==> src/rtl/muldiv_pkg.sv <==
// Shared types and op-decode constants for the iterative multiply/divide unit.
package muldiv_pkg;

  typedef enum logic [1:0] {
    OP_MULT  = 2'b00,
    OP_MULTU = 2'b01,
    OP_DIV   = 2'b10,
    OP_DIVU  = 2'b11
  } op_e;

  typedef enum logic [1:0] {
    S_IDLE,
    S_CALC,
    S_FIX,
    S_DONE
  } state_e;

  // op[OP_DIV_BIT] selects divide, op[OP_UNS_BIT] selects unsigned
  localparam int OP_DIV_BIT = 1;
  localparam int OP_UNS_BIT = 0;

endpackage

==> src/rtl/muldiv_abs.sv <==
// Combinational two's-complement conditional negate; with neg = sign bit it yields the magnitude.
module muldiv_abs #(
  parameter int W = 32
) (
  input  logic [W-1:0] a,
  input  logic         neg,
  output logic [W-1:0] y
);

  assign y = neg ? -a : a;

endmodule

==> src/rtl/muldiv_unit.sv <==
// Iterative MIPS-style multiply/divide: one shift-add or restoring shift-subtract step per cycle.
// Optional fast divide-by-zero completion when MULDIV_DIVZERO_CHECK_EN is defined.
module muldiv_unit
  import muldiv_pkg::*;
#(
  parameter int WIDTH = 32
) (
  input  logic             clk,
  input  logic             rst,
  input  logic             start,
  input  logic [1:0]       op,
  input  logic [WIDTH-1:0] gr1,
  input  logic [WIDTH-1:0] gr2,
  output logic             busy,
  output logic             done,
  output logic [WIDTH-1:0] hi,
  output logic [WIDTH-1:0] lo,
  output logic             dz
);

  localparam int CW = $clog2(WIDTH + 1);

  state_e             state, state_nxt;
  logic [CW-1:0]      cnt;
  logic               is_div_r, neg_q, neg_r;
  logic [WIDTH-1:0]   acc_hi, acc_lo, mag_b;
  logic [WIDTH-1:0]   a_mag, b_mag, quo_fix, rem_fix;
  logic [2*WIDTH-1:0] prod_fix;
  logic [WIDTH:0]     mul_sum, div_sh, div_diff;
  logic               op_signed, q_bit, divz;

  assign op_signed = ~op[OP_UNS_BIT];

  muldiv_abs #(.W(WIDTH))   u_abs_a (.a(gr1), .neg(op_signed & gr1[WIDTH-1]), .y(a_mag));
  muldiv_abs #(.W(WIDTH))   u_abs_b (.a(gr2), .neg(op_signed & gr2[WIDTH-1]), .y(b_mag));
  muldiv_abs #(.W(2*WIDTH)) u_fix_p (.a({acc_hi, acc_lo}), .neg(neg_q), .y(prod_fix));
  muldiv_abs #(.W(WIDTH))   u_fix_q (.a(acc_lo), .neg(neg_q), .y(quo_fix));
  muldiv_abs #(.W(WIDTH))   u_fix_r (.a(acc_hi), .neg(neg_r), .y(rem_fix));

`ifdef MULDIV_DIVZERO_CHECK_EN
  logic dz_q;
  assign divz = op[OP_DIV_BIT] && (gr2 == '0);
  assign dz   = dz_q;

  always_ff @(posedge clk) begin
    if (rst)                                 dz_q <= 1'b0;
    else if (state == S_IDLE && start && divz) dz_q <= 1'b1;
    else if (state == S_FIX)                 dz_q <= 1'b0;
  end
`else
  assign divz = 1'b0;
  assign dz   = 1'b0;
`endif

  // Multiply: acc_lo holds the multiplier and shifts product bits in from the top.
  // Divide: acc_lo holds the dividend and shifts quotient bits in from the bottom.
  assign mul_sum  = {1'b0, acc_hi} + (acc_lo[0] ? {1'b0, mag_b} : '0);
  assign div_sh   = {acc_hi, acc_lo[WIDTH-1]};
  assign div_diff = div_sh - {1'b0, mag_b};
  assign q_bit    = ~div_diff[WIDTH];

  always_ff @(posedge clk) begin
    if (rst) state <= S_IDLE;
    else     state <= state_nxt;
  end

  always_comb begin
    state_nxt = state;
    case (state)
      S_IDLE:  if (start) state_nxt = divz ? S_DONE : S_CALC;
      S_CALC:  if (cnt == CW'(1)) state_nxt = S_FIX;
      S_FIX:   state_nxt = S_DONE;
      S_DONE:  state_nxt = S_IDLE;
      default: state_nxt = S_IDLE;
    endcase
  end

  assign busy = (state != S_IDLE);
  assign done = (state == S_DONE);

  always_ff @(posedge clk) begin
    if (rst) begin
      cnt      <= '0;
      is_div_r <= 1'b0;
      neg_q    <= 1'b0;
      neg_r    <= 1'b0;
      acc_hi   <= '0;
      acc_lo   <= '0;
      mag_b    <= '0;
      hi       <= '0;
      lo       <= '0;
    end else begin
      case (state)
        S_IDLE: if (start) begin
          cnt      <= CW'(WIDTH);
          is_div_r <= op[OP_DIV_BIT];
          neg_q    <= op_signed & (gr1[WIDTH-1] ^ gr2[WIDTH-1]);
          neg_r    <= op_signed & gr1[WIDTH-1];
          acc_hi   <= '0;
          acc_lo   <= op[OP_DIV_BIT] ? a_mag : b_mag;
          mag_b    <= op[OP_DIV_BIT] ? b_mag : a_mag;
          if (divz) begin
            hi <= gr1;
            lo <= '1;
          end
        end
        S_CALC: begin
          cnt <= cnt - CW'(1);
          if (is_div_r) begin
            acc_hi <= q_bit ? div_diff[WIDTH-1:0] : div_sh[WIDTH-1:0];
            acc_lo <= {acc_lo[WIDTH-2:0], q_bit};
          end else begin
            acc_hi <= mul_sum[WIDTH:1];
            acc_lo <= {mul_sum[0], acc_lo[WIDTH-1:1]};
          end
        end
        S_FIX: begin
          if (is_div_r) begin
            lo <= quo_fix;
            hi <= rem_fix;
          end else begin
            {hi, lo} <= prod_fix;
          end
        end
        default: ;
      endcase
    end
  end

endmodule
==> config.mk <==
export PLATFORM = sky130hd
export DESIGN_NAME = muldiv_unit
export DESIGN_NICKNAME = d
export VERILOG_FILES = /design/src/rtl/muldiv_pkg.sv /design/src/rtl/muldiv_abs.sv /design/src/rtl/muldiv_unit.sv
export SDC_FILE = /design/constraint.sdc
export NUM_CORES = 1
export LEC_CHECK = 0
export BUFFER_PORTS_ARGS = -buffer_cell sky130_fd_sc_hd__clkbuf_2
export CORE_UTILIZATION = 30
export DETAILED_ROUTE_END_ITERATION = 8
export PLACE_DENSITY_LB_ADDON = 0.2
export SETUP_SLACK_MARGIN = 0.1
export SKIP_CTS_REPAIR_TIMING = 1
export SLEW_MARGIN = 0
export SYNTH_ARGS = -nofsm -noshare
export SYNTH_HDL_FRONTEND = slang
export SYNTH_SLANG_ARGS = --single-unit
==> constraint.sdc <==
create_clock -name clk -period 3.64 [get_ports clk]
set_input_delay 0.182 -clock clk [delete_from_list [all_inputs] [get_ports clk]]
set_output_delay 0.182 -clock clk [all_outputs]
set_load 0.03 [all_outputs]
Word level (Yosys, flattened, before mapping)
Cells that the tools add are included.
{ "op_classes": {"add_sub_neg": 8, "eq_ne": 6, "n_mux": 22, "n_bitwise": 6, "reduce_logical": 6} }
{ "ops": {"columns": ["operator", "count"], "rows": [
  ["$mux W32", 14],
  ["$neg A32 Y32", 4],
  ["$pmux W32 S2", 2],
  ["$mux W64", 1],
  ["$neg A64 Y64", 1],
  ["$add A32 B32 Y33", 1],
  ["$sub A33 B32 Y33", 1],
  ["$pmux W6 S2", 1],
  ["$pmux W2 S4", 1],
  ["$eq A6 B1 Y1 const B", 1],
  ["$mux W6", 1],
  ["$reduce_and A2 Y1", 3],
  ["$sub A6 B1 Y6 const B", 1],
  ["$eq A2 B2 Y1 const B", 2],
  ["$mux W2", 2],
  ["$ne A2 B2 Y1 const B", 2],
  ["$reduce_bool A2 Y1", 2],
  ["$and A1 B1 Y1", 3],
  ["$eq A2 B1 Y1 const B", 1],
  ["$logic_not A2 Y1", 1],
  ["$not A1 Y1", 2],
  ["$xor A1 B1 Y1", 1]
]} }
{ "word_totals": {"ff_bits": 171, "in_bits": 69, "out_inout_bits": 67, "wordCells": 58} }

Longest topological paths before layout
{ "logic_depth": {"depth_word": 6, "depth_mapped": 16, "ltp_nobuf": 14} }

By module
A second synthesis with hierarchy kept.
{ "unflattened": {"hier_cells": 2085, "area_unflattened_um2": 16341.9} }
{ "modules_own_cells": {"columns": ["module", "instances", "cells_per_inst", "area_per_inst_um2", "seq_area_each_um2"], "rows": [
  ["muldiv_unit", 1, 1455, 11820.1, 3423.3],
  ["muldiv_abs at u_abs_a ...", 4, 108, 767.0, 0.0],
  ["muldiv_abs at u_fix_p", 1, 198, 1453.9, 0.0]
]} }

Worst setup path after synthesis
Ideal clock, no wire load.
{ "synth_path": {"path_type": "register -> register", "start": "register acc_lo[0]", "end": "register acc_hi[30]", "setup_ps": 87, "arrival_time_ps": 3332, "required_ps": 3553, "slack_ps": 221, "stages_incl_launch_ff": 15, "path_buffers": 2, "period_less_slack_ps": 3419, "cell_sequence": "dfxtp_1 clkbuf_1 inv_1 clkbuf_1 nor2_1 ha_1 o21a_1 a2111oi_0 o21ai_0 a21oi_1 o21ai_0 a221oi_1 xor2_1 o32a_1 o31ai_1"} }
{ "synth_via": {"elab_chain_len": 4} }
{ "synth_lines": {"columns": ["item", "line_no", "source"], "rows": [
  ["from (decl)", "muldiv_unit.sv:26", "logic [WIDTH-1:0] acc_hi, acc_lo, mag_b;"],
  ["from (signal assigned)", "muldiv_unit.sv:100", "acc_lo <= op[OP_DIV_BIT] ? a_mag : b_mag;"],
  ["from (signal assigned)", "muldiv_unit.sv:111", "acc_lo <= {acc_lo[WIDTH-2:0], q_bit};"],
  ["from (signal assigned)", "muldiv_unit.sv:114", "acc_lo <= {mul_sum[0], acc_lo[WIDTH-1:1]};"],
  ["$mux W32", "muldiv_unit.sv:57", "assign mul_sum = {1'b0, acc_hi} + (acc_lo[0] ? {1'b0, mag_b} : '0);"],
  ["$add A32 B32 Y33", "muldiv_unit.sv:57", null],
  ["$mux W32", "muldiv_unit.sv:109", "if (is_div_r) begin"],
  ["$pmux W32 S2", "muldiv_unit.sv:93", "case (state)"],
  ["to (signal assigned)", "muldiv_unit.sv:110", "acc_hi <= q_bit ? div_diff[WIDTH-1:0] : div_sh[WIDTH-1:0];"],
  ["to (signal assigned)", "muldiv_unit.sv:113", "acc_hi <= mul_sum[WIDTH:1];"],
  ["to (decl)", "muldiv_unit.sv:26", null]
]} }
No other way between the ends.
A chain may end at the register's enable or synchronous reset.

Final worst setup path
{ "layout_path": {"start": "register acc_lo[31]", "end": "register acc_hi[7]"} }
{ "layout_via": {"elab_chain_len": 4} }
{ "layout_lines": {"columns": ["item", "line_no", "source"], "rows": [
  ["$sub A33 B32 Y33", "muldiv_unit.sv:59", "assign div_diff = div_sh - {1'b0, mag_b};"],
  ["$mux W32", "muldiv_unit.sv:110", null],
  ["$mux W32", "muldiv_unit.sv:109", null],
  ["$pmux W32 S2", "muldiv_unit.sv:93", null]
]} }
No other way between the ends.

==> impl_metrics.csv <==
group,metric,value,unit
die,core,46600,µm²
routing,drt_iter0_drc,1164,
grt,track_usage,21.0,%
flow_run,drv_cap,0,
sta,hold_viol_final,0,
placed_design,pre_cts_ws,-0.158,ns
yosys,synth_most_common_cell,"nor2_1",
sta,worst_pin_slew,0.948,ns
sta,drv_slew,0,
layout,drive_gt1_share,15.3,%
yosys,synth_edf_count,0,
yosys,synth-xor-area-share,10.5,%
sta,max_freq,292,MHz
grt,grt_pass1_vias,13100,
sta,setup_ws,0.218,ns
worst_setup_path,rr_worst_depth,14,
worst_setup_path,crit_cells,14,
worst_setup_path,path_delay_family,"compound AO/OA/AOI/OAI gates",
yosys,ys_warn_count,0,
yosys,synth_top_family_by_area,"compound AO/OA/AOI/OAI gates",
layout,fin_cells,2648,
yosys,synth.cell_area,14100,µm²
clock_network,clk_pin_slew,0.07,ns
placed_design,port_buffers,134,
yosys,synth_fa_ha_area_share,6.83,%
layout,layout.nets,2172,
yosys,yosysTopAreaCell,"dfxtp_1",
power_and_ir_drop,p_leak,6.80,nW
worst_setup_path,critPathMaxFanout,13,
clock_network,numCtsBuffers,17,
worst_setup_path,crit_type,"register to register",
grt,grt_pass1_wl,77.5,mm
die,dieHeight,219,µm
yosys,ys_seq_elements,171,
yosys,synth-simple-area-share,21.8,%
worst_setup_path,worstSetupStartpointType,"register",
die,placementRows,79,
sta,post-route-period-util,94.0,%
worst_setup_path,crit_arrival,3.81,ns
yosys,ys_top_cells_by_count,"262 x nor2_1, 171 x dfxtp_1, 153 x nand2_1",
layout,syn_to_final_growth,16.4,%
placed_design,dpl.hpwl,39.9,mm
routing,wl,51.0,mm
die,die_w,219,µm
clock_network,clock_path_buffers,2,
die,initial_core_util,30.4,%
sta,setup_violations,0,
grt,grt_max_degree,78,
yosys,synth.area.mux_share,5.79,%
grt,gr-total-overflow,0,
worst_setup_path,cp.required,4.03,ns
power_and_ir_drop,vdd_ir_drop_max,0.000530,V
yosys,ys.flop_type,"dfxtp_1",
clock_network,clock_latency,0.47,ns
worst_setup_path,timing.rr.start,"acc_lo[31]$_SDFFE_PP0P_",
clock_network,ctsHtreeMaxLevel,4,
yosys,synth_compound_area_share,25.5,%
routing,ant_nets,0,
clock_network,cts.sinks,171,
sta,rsz0062_at_grt,"true",
yosys,syn-num-nets,2057,
worst_setup_path,end_kind,"register",
routing,drt-pass1-iter-count,5,
routing,num_vias,14400,
sta,slew_headroom,36.8,%
min_path,hold_depth,3,
power_and_ir_drop,p_per_area,613,nW/µm²
placed_design,place_inst,2615,
grt,antenna_found_initial,3,
worst_setup_path,critPathBufInv,2,
worst_setup_path,critical_path.cell_chain,"inv_1 > ha_1 > fa_1 > nand2b_1 > a21o_1 > and4_1 > o21a_1 > nor2_2 > a311o_1 > or3_1 > nand2_1 > buf_4 > o311a_1 > o21ai_0",
sta,skew,0.0146,ns
worst_setup_path,slowest_stage,"fa_1",
die,io_pins,136,
worst_setup_path,timing.critical_path.from,"acc_lo[31]$_SDFFE_PP0P_",
yosys,synth_top_area_share,24.2,%
status,status,"finished, final reports clean",
yosys,synth_async_sr_flop_share,0,%
worst_setup_path,r2r_slack,0.22,ns
placed_design,place_congestion,0.926,
min_path,worstHoldStart,"gr1[31]",
clock_network,clock-root-buffer,"clkbuf_16",
yosys,syn_avg_cell_area,7.40,µm²
routing,wl_per_cell,19.3,µm
layout,fill_cells,4959,
yosys,synth_area_leaders,"dfxtp_1 24%, nor2_1 7.0%, ha_1 6.5%",
yosys,syn-instance-count,1912,
yosys,synth_cell_type_count,77,
worst_setup_path,max_stage_delay,0.41,ns
die,die_area,48000,µm²
clock_network,cts_tree,"done",
min_path,hold_class,"input port to register",
routing,via_per_inst,5.43,
yosys,seq_area_frac_synth,24.2,%
routing,drcViolationCount,0,
sta,period_needed,3.42,ns
==> report_power, final <==
group          switching, W  leakage, nW  internal [W]  total (W)
clock network      0.000909        0.297       0.00106    0.00197
logic               0.00331         5.11       0.00195    0.00527
registers          0.000509         1.40       0.00235    0.00286
==> worst reg2reg max path, stage by stage, from the launching register on <==
cell	delay [ns]
dfxtp_1	0.33
inv_1	0.06
ha_1	0.22
fa_1	0.41
nand2b_1	0.20
a21o_1	0.20
and4_1	0.21
o21a_1	0.19
nor2_2	0.15
a311o_1	0.30
or3_1	0.19
nand2_1	0.13
buf_4	0.24
o311a_1	0.37
o21ai_0	0.16
==> layout make-up <==
type | count | area (µm²) | area share (%)
diodes | 1 | 2.50 | 0.0152
clock buffers | 18 | 439 | 2.67
clock inverters | 14 | 179 | 1.09
inverters | 67 | 251 | 1.53
multi-input cells | 1550 | 10000 | 61.0
flip-flops and latches | 171 | 3430 | 20.8
well taps | 607 | 759 | 4.61
repair buffers | 220 | 1360 | 8.24
==> routing by layer <==
| layer | vias up | routed length [µm] | GRT usage (%) |
|---|---|---|---|
| li1 | 7118 | - | - |
| met1 | 6813 | 24500 | 30.5 |
| met2 | 397 | 22600 | 31.8 |
| met3 | 50 | 2770 | 2.62 |
| met4 | 0 | 1130 | 6.99 |
| met5 | - | 0 | 0 |
==> flip-flops by register name, indices dropped and copies added (netlist names) <==
| register | cells |
|---|---|
| acc_hi | 32 |
| acc_lo | 32 |
| cnt | 6 |
| hi | 32 |
| is_div_r | 1 |
| lo | 32 |
| mag_b | 32 |
| neg_q | 1 |
| neg_r | 1 |
| state | 2 |
==> worst paths after layout <==
kind / endpoint
worst max register to register: acc_hi[7]$_SDFFE_PP0P_
worst min register to register: mag_b[20]$_SDFFE_PP0P_
worst max-delay path: acc_hi[7]$_SDFFE_PP0P_
worst min-delay path: mag_b[31]$_SDFFE_PP0P_
==> kinds of logic (layout without fill, tap and decap cells) <==
kind of cell / count (synthesis) / count (layout)
DFF: 171 / 171
AOI/OAI and AO/OA: 566 / 566
xor gates and xnor gates: 170 / 170
muxes: 79 / 79
and+or+nand+nor: 658 / 658
other: 1 / 2
adders and majority gates: 76 / 76
buffers and inverters: 191 / 319
==> cells in the final DEF, fill, tap and decap left out, types with 65 or more instances in the layout <==
cell      synthesis  final
inv_1            66     65
clkbuf_2          0    133
xor2_1           70     70
buf_4             1     84
a21oi_1         147    144
nand2_1         153    153
ha_1             74     72
o21ai_0         127    123
dfxtp_1         171    168
xnor2_1         100    100
nor2_1          262    260
a211oi_1        101    101
==> through the flow <==
step | total power, W | utilization (%) | TNS [ns] | instance area, µm² | hold slack, ns
final | 0.0101 | 35.4 | 0 | 16500 | 0.175
after global routing | 0.0108 | 35.3 | 0 | 16500 | 0.198
after CTS | 0.0101 | 35.3 | -0.162 | 16400 | 0.150
after detailed placement | 0.00814 | 33.9 | -0.158 | 15800 | 0.447
after global placement | 0.00810 | 33.9 | -0.120 | 15800 | 0.442
after floorplan | 0.00649 | - | 0 | 14100 | 0.401
Note: power is estimated with default switching activity, not from simulation.
